File: src/rtl/dmem_port_arbiter.sv
// dmem_port_arbiter: shares one single-port data SRAM between the MEM stage
// (cpu_*) and the external host port (host_*). The CPU wins ties unless the
// host has been denied STARVE_LIM cycles in a row. Read data is routed back
// one cycle later to whichever side issued the read.
module dmem_port_arbiter #(
  parameter int ADDR_W     = 64,
  parameter int DATA_W     = 64,
  parameter int STARVE_LIM = 4,
  parameter int CNT_W      = 8
) (
  input  logic              clk,
  input  logic              rst,
  input  logic              cpu_req,
  input  logic              cpu_wen,
  input  logic [ADDR_W-1:0] cpu_addr,
  input  logic [DATA_W-1:0] cpu_wdata,
  output logic              cpu_gnt,
  output logic              cpu_stall,
  output logic              cpu_rvalid,
  output logic [DATA_W-1:0] cpu_rdata,
  input  logic              host_req,
  input  logic              host_wen,
  input  logic [ADDR_W-1:0] host_addr,
  input  logic [DATA_W-1:0] host_wdata,
  output logic              host_gnt,
  output logic              host_rvalid,
  output logic [DATA_W-1:0] host_rdata,
  output logic [ADDR_W-1:0] mem_addr,
  output logic              mem_wen,
  output logic              mem_ren,
  output logic [DATA_W-1:0] mem_wdata,
  input  logic [DATA_W-1:0] mem_rdata
);

  typedef enum logic [1:0] {
    OWN_NONE = 2'd0,
    OWN_CPU  = 2'd1,
    OWN_HOST = 2'd2
  } owner_e;

  logic [CNT_W-1:0] starve_cnt;
  owner_e           rd_owner;
  logic             starved;
  logic             host_win;

  // Host takes the port when alone, or when it has waited the full limit.
  always_comb begin
    starved   = (starve_cnt == CNT_W'(STARVE_LIM));
    host_win  = host_req & (~cpu_req | starved);
    host_gnt  = host_win;
    cpu_gnt   = cpu_req & ~host_win;
    cpu_stall = cpu_req & ~cpu_gnt;
  end

  // SRAM drive muxed from the granted requester; quiet bus when idle.
  always_comb begin
    mem_addr  = '0;
    mem_wdata = '0;
    mem_wen   = 1'b0;
    mem_ren   = 1'b0;
    if (cpu_gnt) begin
      mem_addr  = cpu_addr;
      mem_wdata = cpu_wdata;
      mem_wen   = cpu_wen;
      mem_ren   = ~cpu_wen;
    end else if (host_gnt) begin
      mem_addr  = host_addr;
      mem_wdata = host_wdata;
      mem_wen   = host_wen;
      mem_ren   = ~host_wen;
    end
  end

  // Starvation counter and read-owner tracking for the one-cycle return.
  always_ff @(posedge clk) begin
    if (rst) begin
      starve_cnt <= '0;
      rd_owner   <= OWN_NONE;
    end else begin
      if (host_req & ~host_gnt) begin
        if (!starved) starve_cnt <= starve_cnt + CNT_W'(1);
      end else begin
        starve_cnt <= '0;
      end
      if (cpu_gnt & ~cpu_wen)        rd_owner <= OWN_CPU;
      else if (host_gnt & ~host_wen) rd_owner <= OWN_HOST;
      else                           rd_owner <= OWN_NONE;
    end
  end

  // Return path: SRAM data lands the cycle after mem_ren, steered by owner.
  // Masked by rst so a read in flight when reset hits never reports valid.
  always_comb begin
    cpu_rvalid  = (rd_owner == OWN_CPU)  & ~rst;
    host_rvalid = (rd_owner == OWN_HOST) & ~rst;
    cpu_rdata   = cpu_rvalid  ? mem_rdata : '0;
    host_rdata  = host_rvalid ? mem_rdata : '0;
  end

endmodule

File: config.mk
export PLATFORM = sky130hd
export DESIGN_NAME = dmem_port_arbiter
export DESIGN_NICKNAME = d
export VERILOG_FILES = /design/src/rtl/dmem_port_arbiter.sv
export SDC_FILE = /design/constraint.sdc
export NUM_CORES = 1
export LEC_CHECK = 0
export BUFFER_PORTS_ARGS = -buffer_cell sky130_fd_sc_hd__buf_2
export CAP_MARGIN = 40
export CORE_AREA = 2 2 230 232
export DETAILED_ROUTE_END_ITERATION = 6
export DIE_AREA = 0 0 232 234
export GPL_TIMING_DRIVEN = 1
export RECOVER_POWER = 25
export SLEW_MARGIN = 30
export SYNTH_ARGS = -nofsm -noshare
export SYNTH_HDL_FRONTEND = slang
export SYNTH_SLANG_ARGS = --single-unit
export TNS_END_PERCENT = 20
File: constraint.sdc
create_clock -name clk -period 1.75 [get_ports clk]
set_clock_uncertainty 0.1 [all_clocks]
set_input_delay 0.2625 -clock clk [delete_from_list [all_inputs] [get_ports clk]]
set_output_delay 0.2625 -clock clk [all_outputs]
set_load 0.05 [all_outputs]
* Yosys cells after proc, flatten, opt, wreduce, memory -nomap -nowiden
Index checks and enable logic that the tools add are counted.
** Word-level totals
- Output and inout port bits :: 263
- Input port bits :: 326
- Bits in registers :: 10
** Operators by class
- $add $sub $neg :: 1
- Bitwise logic cells :: 16
- Multiplexer cells :: 12
- Reduce and logical (&&, ||, !) cells :: 2
- Equality and inequality tests :: 3
** Operators by type and width (number)
- 2-to-1 mux 64 bit :: 6
- adder 8 x 1 -> 8 bit (second input constant) :: 1
- bitwise AND 1 bit :: 8
- equality test 8 x 3 -> 1 bit (second input constant) :: 1
- inverter 1 bit :: 7
- 2-to-1 mux 1 bit :: 5
- OR reduction 2 bit :: 2
- equality test 2 x 1 -> 1 bit (second input constant) :: 1
- equality test 2 bit (second input constant) :: 1
- 2-to-1 mux 2 bit :: 1
- bitwise OR 1 bit :: 1

* Longest topological paths before layout
Gate-level depths: netlist of run 1.
- Word-level depth :: 7
- Gate-level depth with buffers :: 8

* Worst setup path after synthesis of run 1
Ideal clock, no wire load.
- Kind :: register to output
- Start :: register starve_cnt[0]
- End :: output port mem_addr[54]
- Path slack :: -370 ps
- Data required time :: 1387 ps
- Buffers on the path :: 1
- Cell stages (with the launch flop) :: 7
- Arrival time :: 1757 ps
- Cells stage by stage :: dfxtp_1 > inv_1 > ha_1 > nor4b_4 > a21oi_2 > buf_2 > a22o_1
** On the way
- Word-level cells in the longest chain between the ends :: 6
** RTL lines
- from (decl) :: RTL line 41 : logic [CNT_W-1:0] starve_cnt;
- from (signal assigned) :: RTL line 81 : if (!starved) starve_cnt <= starve_cnt + CNT_W'(1);
- equality test 8 x 3 -> 1 bit :: RTL line 48 : starved = (starve_cnt == CNT_W'(STARVE_LIM));
- bitwise OR 1 bit :: RTL line 49 : host_win = host_req & (~cpu_req | starved);
- bitwise AND 1 bit :: RTL line 49
- inverter 1 bit :: RTL line 51 : cpu_gnt = cpu_req & ~host_win;
- bitwise AND 1 bit :: RTL line 51
- net cpu_gnt :: RTL line 17 : output logic cpu_gnt,
- 2-to-1 mux 64 bit :: RTL line 61 : if (cpu_gnt) begin
- to (decl) :: RTL line 28 : output logic [ADDR_W-1:0] mem_addr,
The timed path passes the listed nets, and every way through them passes these cells.

* Final worst setup path of run 1
- Start :: register starve_cnt[0]
- End :: output port mem_wdata[39]
** On the way
- Word-level cells in the longest chain between the ends :: 6
** RTL lines
- equality test 8 x 3 -> 1 bit (*) :: RTL line 48
- bitwise OR 1 bit (*) :: RTL line 49
- bitwise AND 1 bit (*) :: RTL line 49
- inverter 1 bit :: RTL line 51
- bitwise AND 1 bit :: RTL line 51
- 2-to-1 mux 64 bit (*) :: RTL line 61
- to (decl) :: RTL line 31 : output logic [DATA_W-1:0] mem_wdata,
Mark *: on every way between the ends. The rest lies on a longest branch, timed or not.

==> run_results.csv, run 1 <==
group,metric,value,unit
floorplan,core,52000,sq um
clocking,htreeDepth,1,
drt,drt_first_iter_violations,168,
logic_synthesis,synth_enable_flop_cells,0,
worst_setup_path,rr_startpoint,"starve_cnt[1]",
floorplan,chipHeight,234,um
floorplan,rows,84,
sta,period_needed,2320,ps
global_route,overflow,0,
final_layout,postLayoutCellArea,9450,sq um
global_route,antenna_found_initial,7,
logic_synthesis,netlist_area,2720,sq um
place,gp_congestion,0.873,
sta,setup_ws,-568,ps
power,power_density,393,nW/um^2
worst_setup_path,cp_common_cell,"buf_12",
sta,tns,-77180,ps
worst_setup_path,cp_max_fo,18,
drt,vias,5529,
logic_synthesis,synth_area_leaders,"a22o_1 (42%), and2_1 (30%), dfxtp_1 (7.3%)",
logic_synthesis,async_reset_ff_share,0,%
clocking,cts.reportedPaths.clkPinSlew,40,ps
worst_setup_path,cp-start-kind,"flop",
sta,post-route-period-util,132,%
worst_hold_path,min_path_type,"primary input to flop",
drt,viasPerCell,3.33,
final_layout,drive_above_1_share,82.4,%
clocking,numClockSinks,10,
place,hpwlAfterDp,22500,um
final_layout,area_growth,247,%
drt,ant_nets,0,
logic_synthesis,yosysMostFrequentCell,"a22o_1",
sta,finalSetupViolCount,263,
clocking,insertion_delay,230,ps
logic_synthesis,yosys.area.top_type,"a22o_1",
power,power,0.00371,W
sta,hold_viol,0,
sta,worst_pin_slew,298,ps
worst_setup_path,crit_required,1390,ps
place,dpl_cell_area,8310,sq um
global_route,grt_pass1_vias,5348,
logic_synthesis,synth-seq-area-share,7.35,%
final_layout,multi_input_area,3060,sq um
logic_synthesis,syn_inst,360,
global_route,grt_first_pass_wirelength,33500,um
worst_setup_path,arrival,1960,ps
clocking,cts-root-buf,"clkbuf_16",
power,power_leakage,4.81,nW
worst_hold_path,worstHoldStart,"host_wen",
status,violations,"design-rule violations, negative setup slack",
job,max_cap_violations,0,
worst_setup_path,critPathSlowestCell,"dfxtp_2",
clocking,cts_buffer_depth,2,
floorplan,chipWidth,232,um
worst_setup_path,endpoint_kind,"output port",
worst_setup_path,path_class,"flop to output port",
clocking,hold_buffers,0,
logic_synthesis,synth_ff_type,"dfxtp_1",
clocking,cts_made_buffers,3,
logic_synthesis,synth_common_cells,"a22o_1 (131), and2_1 (129), clkbuf_1 (16)",
floorplan,start_util,5.24,%
status,status,"finished, violations left",
place,port_buffers,588,
logic_synthesis,synth.avg_cell_area,7.57,sq um
logic_synthesis,yosysWarnings,0,
floorplan,die_area,54300,sq um
logic_synthesis,yosysTopAreaCellShare,42.1,%
logic_synthesis,ys_types,30,
worst_setup_path,startpoint,"starve_cnt[0]",
drt,wl,26600,um
logic_synthesis,ys_ff_latch,10,
final_layout,num-fill-cells,5748,
final_layout,regArea,205,sq um
drt,drc,1,
floorplan,io_pins,589,
global_route,grt_max_degree,66,
logic_synthesis,synth_nets,688,
sta,drv_slew,0,
sta,fmax,431,MHz
clocking,cts_tree,"done",
global_route,track_usage,8.42,%
power,ir_drop,246,uV
final_layout,nets,1295,
sta,slew_headroom,80.0,%
drt,avgRoutedWirePerCell,16.0,um
drt,drt_first_pass_iters,6,
worst_setup_path,worstPathCellList,"inv_2 > ha_4 > nor4bb_4 > a22o_4 > buf_12 > buf_12 > a22o_2 > buf_12",
sta,rsz0062_at_grt,"true",
worst_setup_path,slowest_delay,330,ps
[power breakdown]
part	total (W)	internal, W	switching (W)
clock	0.000393	0.000295	0.0000974
sequential	0.000234	0.000232	0.00000184
combinational	0.00309	0.00137	0.00171
[critical path, delay by kind of cell (launching register included)]
family          cells  cell delay, ps
compound gates      2             520
buf+inv             4             530
simple gates        1             140
flops               1             330
fa+ha+maj           1             150
[cells in the final DEF (no fill, tap or decap), types with 5 or more instances in the layout]
cell type and n:
dfxtp_1 6, buf_2 339, buf_4 129, and2_1 128
diode_2 5, a22o_4 82, buf_12 72, inv_1 6
clkbuf_4 36, clkbuf_16 5, buf_6 66, a22o_2 48
[routing by layer]
metal / wire length, um / part of all wire [%] / up-vias / GRT usage (%)
met2: 13000 / 49 / 405 / 14.8
met5: 74 / 0.28 / - / 0.893
met3: 3020 / 11 / 24 / 3.14
met4: 536 / 2.0 / 4 / 2.32
li1: - / - / 2566 / -
met1: 9910 / 37 / 2530 / 9.47
[stage by stage]
step,hold WS (ps),setup WS [ps],instances,utilization [%]
2_1_floorplan,238,-243,360,-
3_3_place_gp,361,-384,1648,16.0
3_5_place_dp,362,-386,1648,16.0
4_1_cts,118,-558,1652,17.7
5_1_grt,137,-601,1658,18.2
6_report,119,-568,1658,18.2
[sequential cells by signal, indices dropped and copies added (netlist names)]
signal / count
starve_cnt: 8
rd_owner: 2
[worst paths after layout]
check,endpoint,slack [ps],cells after the start
max reg2reg,starve_cnt[2],230,6
max,mem_wdata[39],-570,8
min reg2reg,starve_cnt[0],410,2
min,rd_owner[1],120,2
[cell families (layout without fill, tap and decap cells)]
kind of cell | Yosys count | after routing | synth area share [%]
AOI/OAI and AO/OA | 141 | 141 | 44.4
xor gates and xnor gates | 2 | 2 | 0.643
adders and majority gates | 2 | 2 | 0.919
buffers and inverters | 52 | 657 | 11.0
DFF | 10 | 10 | 7.35
other | 0 | 5 | 0
and+or+nand+nor | 153 | 153 | 35.6
[what timing repair did]
action                     in CTS  in global routing
setup endpoints to repair     263                263
resized for setup             234                 75
gates cloned                    0                  1
buffers inserted                1                  0
pin swaps                       2                  0
[final cells by class]
cell class | instances | share of cell area [%]
Multi-Input combinational cell | 298 | 32.4
Tap cell | 688 | 9.11
Sequential cell | 10 | 2.17
Clock buffer | 3 | 0.795
Timing Repair Buffer | 646 | 55.0
Inverter | 8 | 0.318
Antenna cell | 5 | 0.132
Note: power is estimated with default switching activity, not from simulation.
==> run 2: changes to the inputs <==
--- a/config.mk
+++ b/config.mk
@@ -5,11 +5,12 @@
 export SDC_FILE = /design/constraint.sdc
 export NUM_CORES = 1
 export LEC_CHECK = 0
+export ABC_AREA = 1
 export BUFFER_PORTS_ARGS = -buffer_cell sky130_fd_sc_hd__buf_2
 export CAP_MARGIN = 40
-export CORE_AREA = 2 2 230 232
+export CORE_AREA = 2 2 227 229
 export DETAILED_ROUTE_END_ITERATION = 6
-export DIE_AREA = 0 0 232 234
+export DIE_AREA = 0 0 229 231
 export GPL_TIMING_DRIVEN = 1
 export RECOVER_POWER = 25
 export SLEW_MARGIN = 30
==> constraint.sdc (replaced) <==
create_clock -name clk -period 2.1 [get_ports clk]
set_clock_uncertainty 0.1 [all_clocks]
set_input_delay 0.315 -clock clk [delete_from_list [all_inputs] [get_ports clk]]
set_output_delay 0.315 -clock clk [all_outputs]
set_load 0.05 [all_outputs]
==> run_results.csv, run 2 <==
group,metric,value,unit
place,dp.cells,1947,
worst_setup_path,crit_family,"buffers and inverters",
worst_setup_path,slowest_delay,320,ps
sta,rsz0062_at_grt,"true",
sta,slew_headroom,79.4,%
logic_synthesis,syn_inst,692,
drt,drc,0,
clocking,cts_made_buffers,3,
power,ir_drop,250,uV
final_layout,area_growth,199,%
clocking,cts.reportedPaths.clkPinSlew,40,ps
global_route,grt_pass1_vias,5791,
final_layout,utilization,17.4,%
worst_setup_path,endpoint_kind,"output port",
sta,post-route-period-util,113,%
logic_synthesis,yosys.area.top_type,"nand2_1",
final_layout,largest_reg_flops,8,
floorplan,core,50700,sq um
final_layout,final_common_cell,"buf_2",
sta,setup_ws,-279,ps
worst_setup_path,cp.buffers_inverters,5,
sta,finalSetupViolCount,132,
sta,fmax,420,MHz
final_layout,top_regs,"starve_cnt (8), rd_owner (2)",
logic_synthesis,ys_types,20,
worst_setup_path,cp_max_fo,7,
worst_setup_path,cp-start-kind,"flop",
final_layout,fin_cells,1974,
worst_hold_path,min_path_type,"primary input to flop",
logic_synthesis,synth-seq-area-share,6.81,%
place,hpwlAfterDp,27400,um
worst_setup_path,rr_startpoint,"starve_cnt[0]",
floorplan,rows,83,
clocking,cts_tree,"done",
status,status,"finished, violations left",
logic_synthesis,synth_common_cells,"nand2_1 (400), nor2_1 (139), inv_1 (79)",
clocking,hold_buffers,0,
global_route,track_usage,11.1,%
worst_setup_path,arrival,1960,ps
floorplan,chipHeight,231,um
worst_setup_path,worstPathCellList,"inv_2 > ha_4 > nand3_4 > nor2_4 > nor2_4 > nor2_4 > buf_12 > buf_12 > buf_16 > nand2_1 > nand2_2 > buf_12",
sta,worst_pin_slew,309,ps
drt,avgRoutedWirePerCell,16.6,um
logic_synthesis,yosysTopAreaCellShare,51.1,%
clocking,cts_buffer_depth,2,
global_route,overflow,0,
clocking,insertion_delay,240,ps
status,violations,"negative setup slack",
logic_synthesis,synth.avg_cell_area,4.25,sq um
clocking,cts-root-buf,"clkbuf_16",
final_layout,num-fill-cells,5810,
final_layout,drive_above_1_share,56.3,%
global_route,antenna_found_initial,26,
sta,hold_viol,0,
logic_synthesis,synth_ff_type,"dfxtp_1",
drt,drt_first_pass_iters,4,
drt,ant_nets,0,
final_layout,nets,1614,
logic_synthesis,synth_area_leaders,"nand2_1 (51%), nor2_1 (18%), inv_1 (10%)",
clocking,htreeDepth,1,
drt,wl,32700,um
final_layout,regMostFlops,"starve_cnt",
worst_hold_path,worstHoldStart,"rst",
final_layout,mostFrequentLayoutCells,"buf_2 (450), nand2_1 (333), nor2_1 (129), inv_1 (77)",
logic_synthesis,async_reset_ff_share,0,%
drt,vias,6386,
worst_setup_path,startpoint,"starve_cnt[0]",
power,power_leakage,5.36,nW
floorplan,chipWidth,229,um
place,port_buffers,588,
floorplan,start_util,5.80,%
place,gp_congestion,0.909,
floorplan,die_area,52900,sq um
job,max_cap_violations,0,
drt,drt_first_iter_violations,167,
global_route,grt_first_pass_wirelength,41600,um
worst_setup_path,path_class,"flop to output port",
sta,period_needed,2380,ps
logic_synthesis,synth_nets,1020,
floorplan,io_pins,589,
worst_setup_path,critPathSlowestCell,"dfxtp_2",
logic_synthesis,ys_ff_latch,10,
drt,viasPerCell,3.24,
sta,drv_slew,0,
logic_synthesis,yosysMostFrequentCell,"nand2_1",
logic_synthesis,yosysWarnings,0,
clocking,numClockSinks,10,
logic_synthesis,netlist_area,2940,sq um
power,power_density,339,nW/um^2
global_route,grt_max_degree,65,
logic_synthesis,synth_enable_flop_cells,0,
worst_setup_path,crit_required,1680,ps
[run 2: kinds of logic after synthesis]
kind of cell    count (synthesis)  synth area share, %
compound gates                  5                0.979
xor+xnor                        4                 1.19
fa+ha+maj                       2                0.852
buf+inv                       121                 18.9
flops                          10                 6.81
simple gates                  550                 71.3
[run 2: layer usage]
| layer | vias up | routed length (um) | share of wire (%) | global-route usage (%) |
|---|---|---|---|---|
| li1 | 3177 | - | - | - |
| met1 | 2704 | 12800 | 39 | 12.8 |
| met2 | 419 | 15900 | 48 | 19.9 |
| met3 | 70 | 2590 | 7.9 | 2.56 |
| met4 | 16 | 1440 | 4.4 | 4.20 |
| met5 | - | 102 | 0.31 | 0 |
[run 2: timing repair]
item                                    4_1_cts  5_1_grt
pin swaps                                     4       20
buffers inserted                              4        1
cloned                                        7        2
endpoints found under the hold margin         0        0
endpoints found under the setup margin      132      135
gates resized for setup                     176       54
[run 2: path summary, 6_finish.rpt]
path,end,slack (ps),cells after the start
worst max-delay path,mem_wdata[46],-280,12
worst min-delay path,rd_owner[0],230,2
worst max register to register,starve_cnt[0],490,9
worst min register to register,starve_cnt[7],400,2
[run 2: worst register-to-register path, stage by stage (launching register included)]
cell and delay [ps]:
dfxtp_2 320, inv_2 60, ha_4 140, nand3_4 80, nor2_4 200, nor2_4 60
buf_4 120, buf_4 120, nand2_1 210, nor2_1 80
[run 2: through the flow]
stage          setup WS (ps)  total power, W  hold slack, ps  cell area, sq um  TNS (ps)
6_report                -279         0.00299             233              8790    -29920
4_1_cts                 -269         0.00295             232              8510    -27810
2_1_floorplan           -429         0.00134             287              2970    -55950
3_3_place_gp            -113         0.00234             391              7680     -5420
5_1_grt                 -385         0.00311             247              8790    -43250
3_5_place_dp            -146         0.00234             395              7680     -7230
[run 2: report_power, final]
part	internal (W)	switching [W]
Combinational	0.000934	0.00148
Clock	0.000287	0.0000932
Sequential	0.000193	0.00000150
[run 2: area by class of cell]
cell class	count	area (sq um)	area share (%)
sequential	10	203	2.31
inverter	81	304	3.46
tap	680	851	9.68
timing repair buffer	629	4780	54.3
multi-input combinational	561	2550	29.0
clock buffer	4	88.8	1.01
antenna	9	22.5	0.256
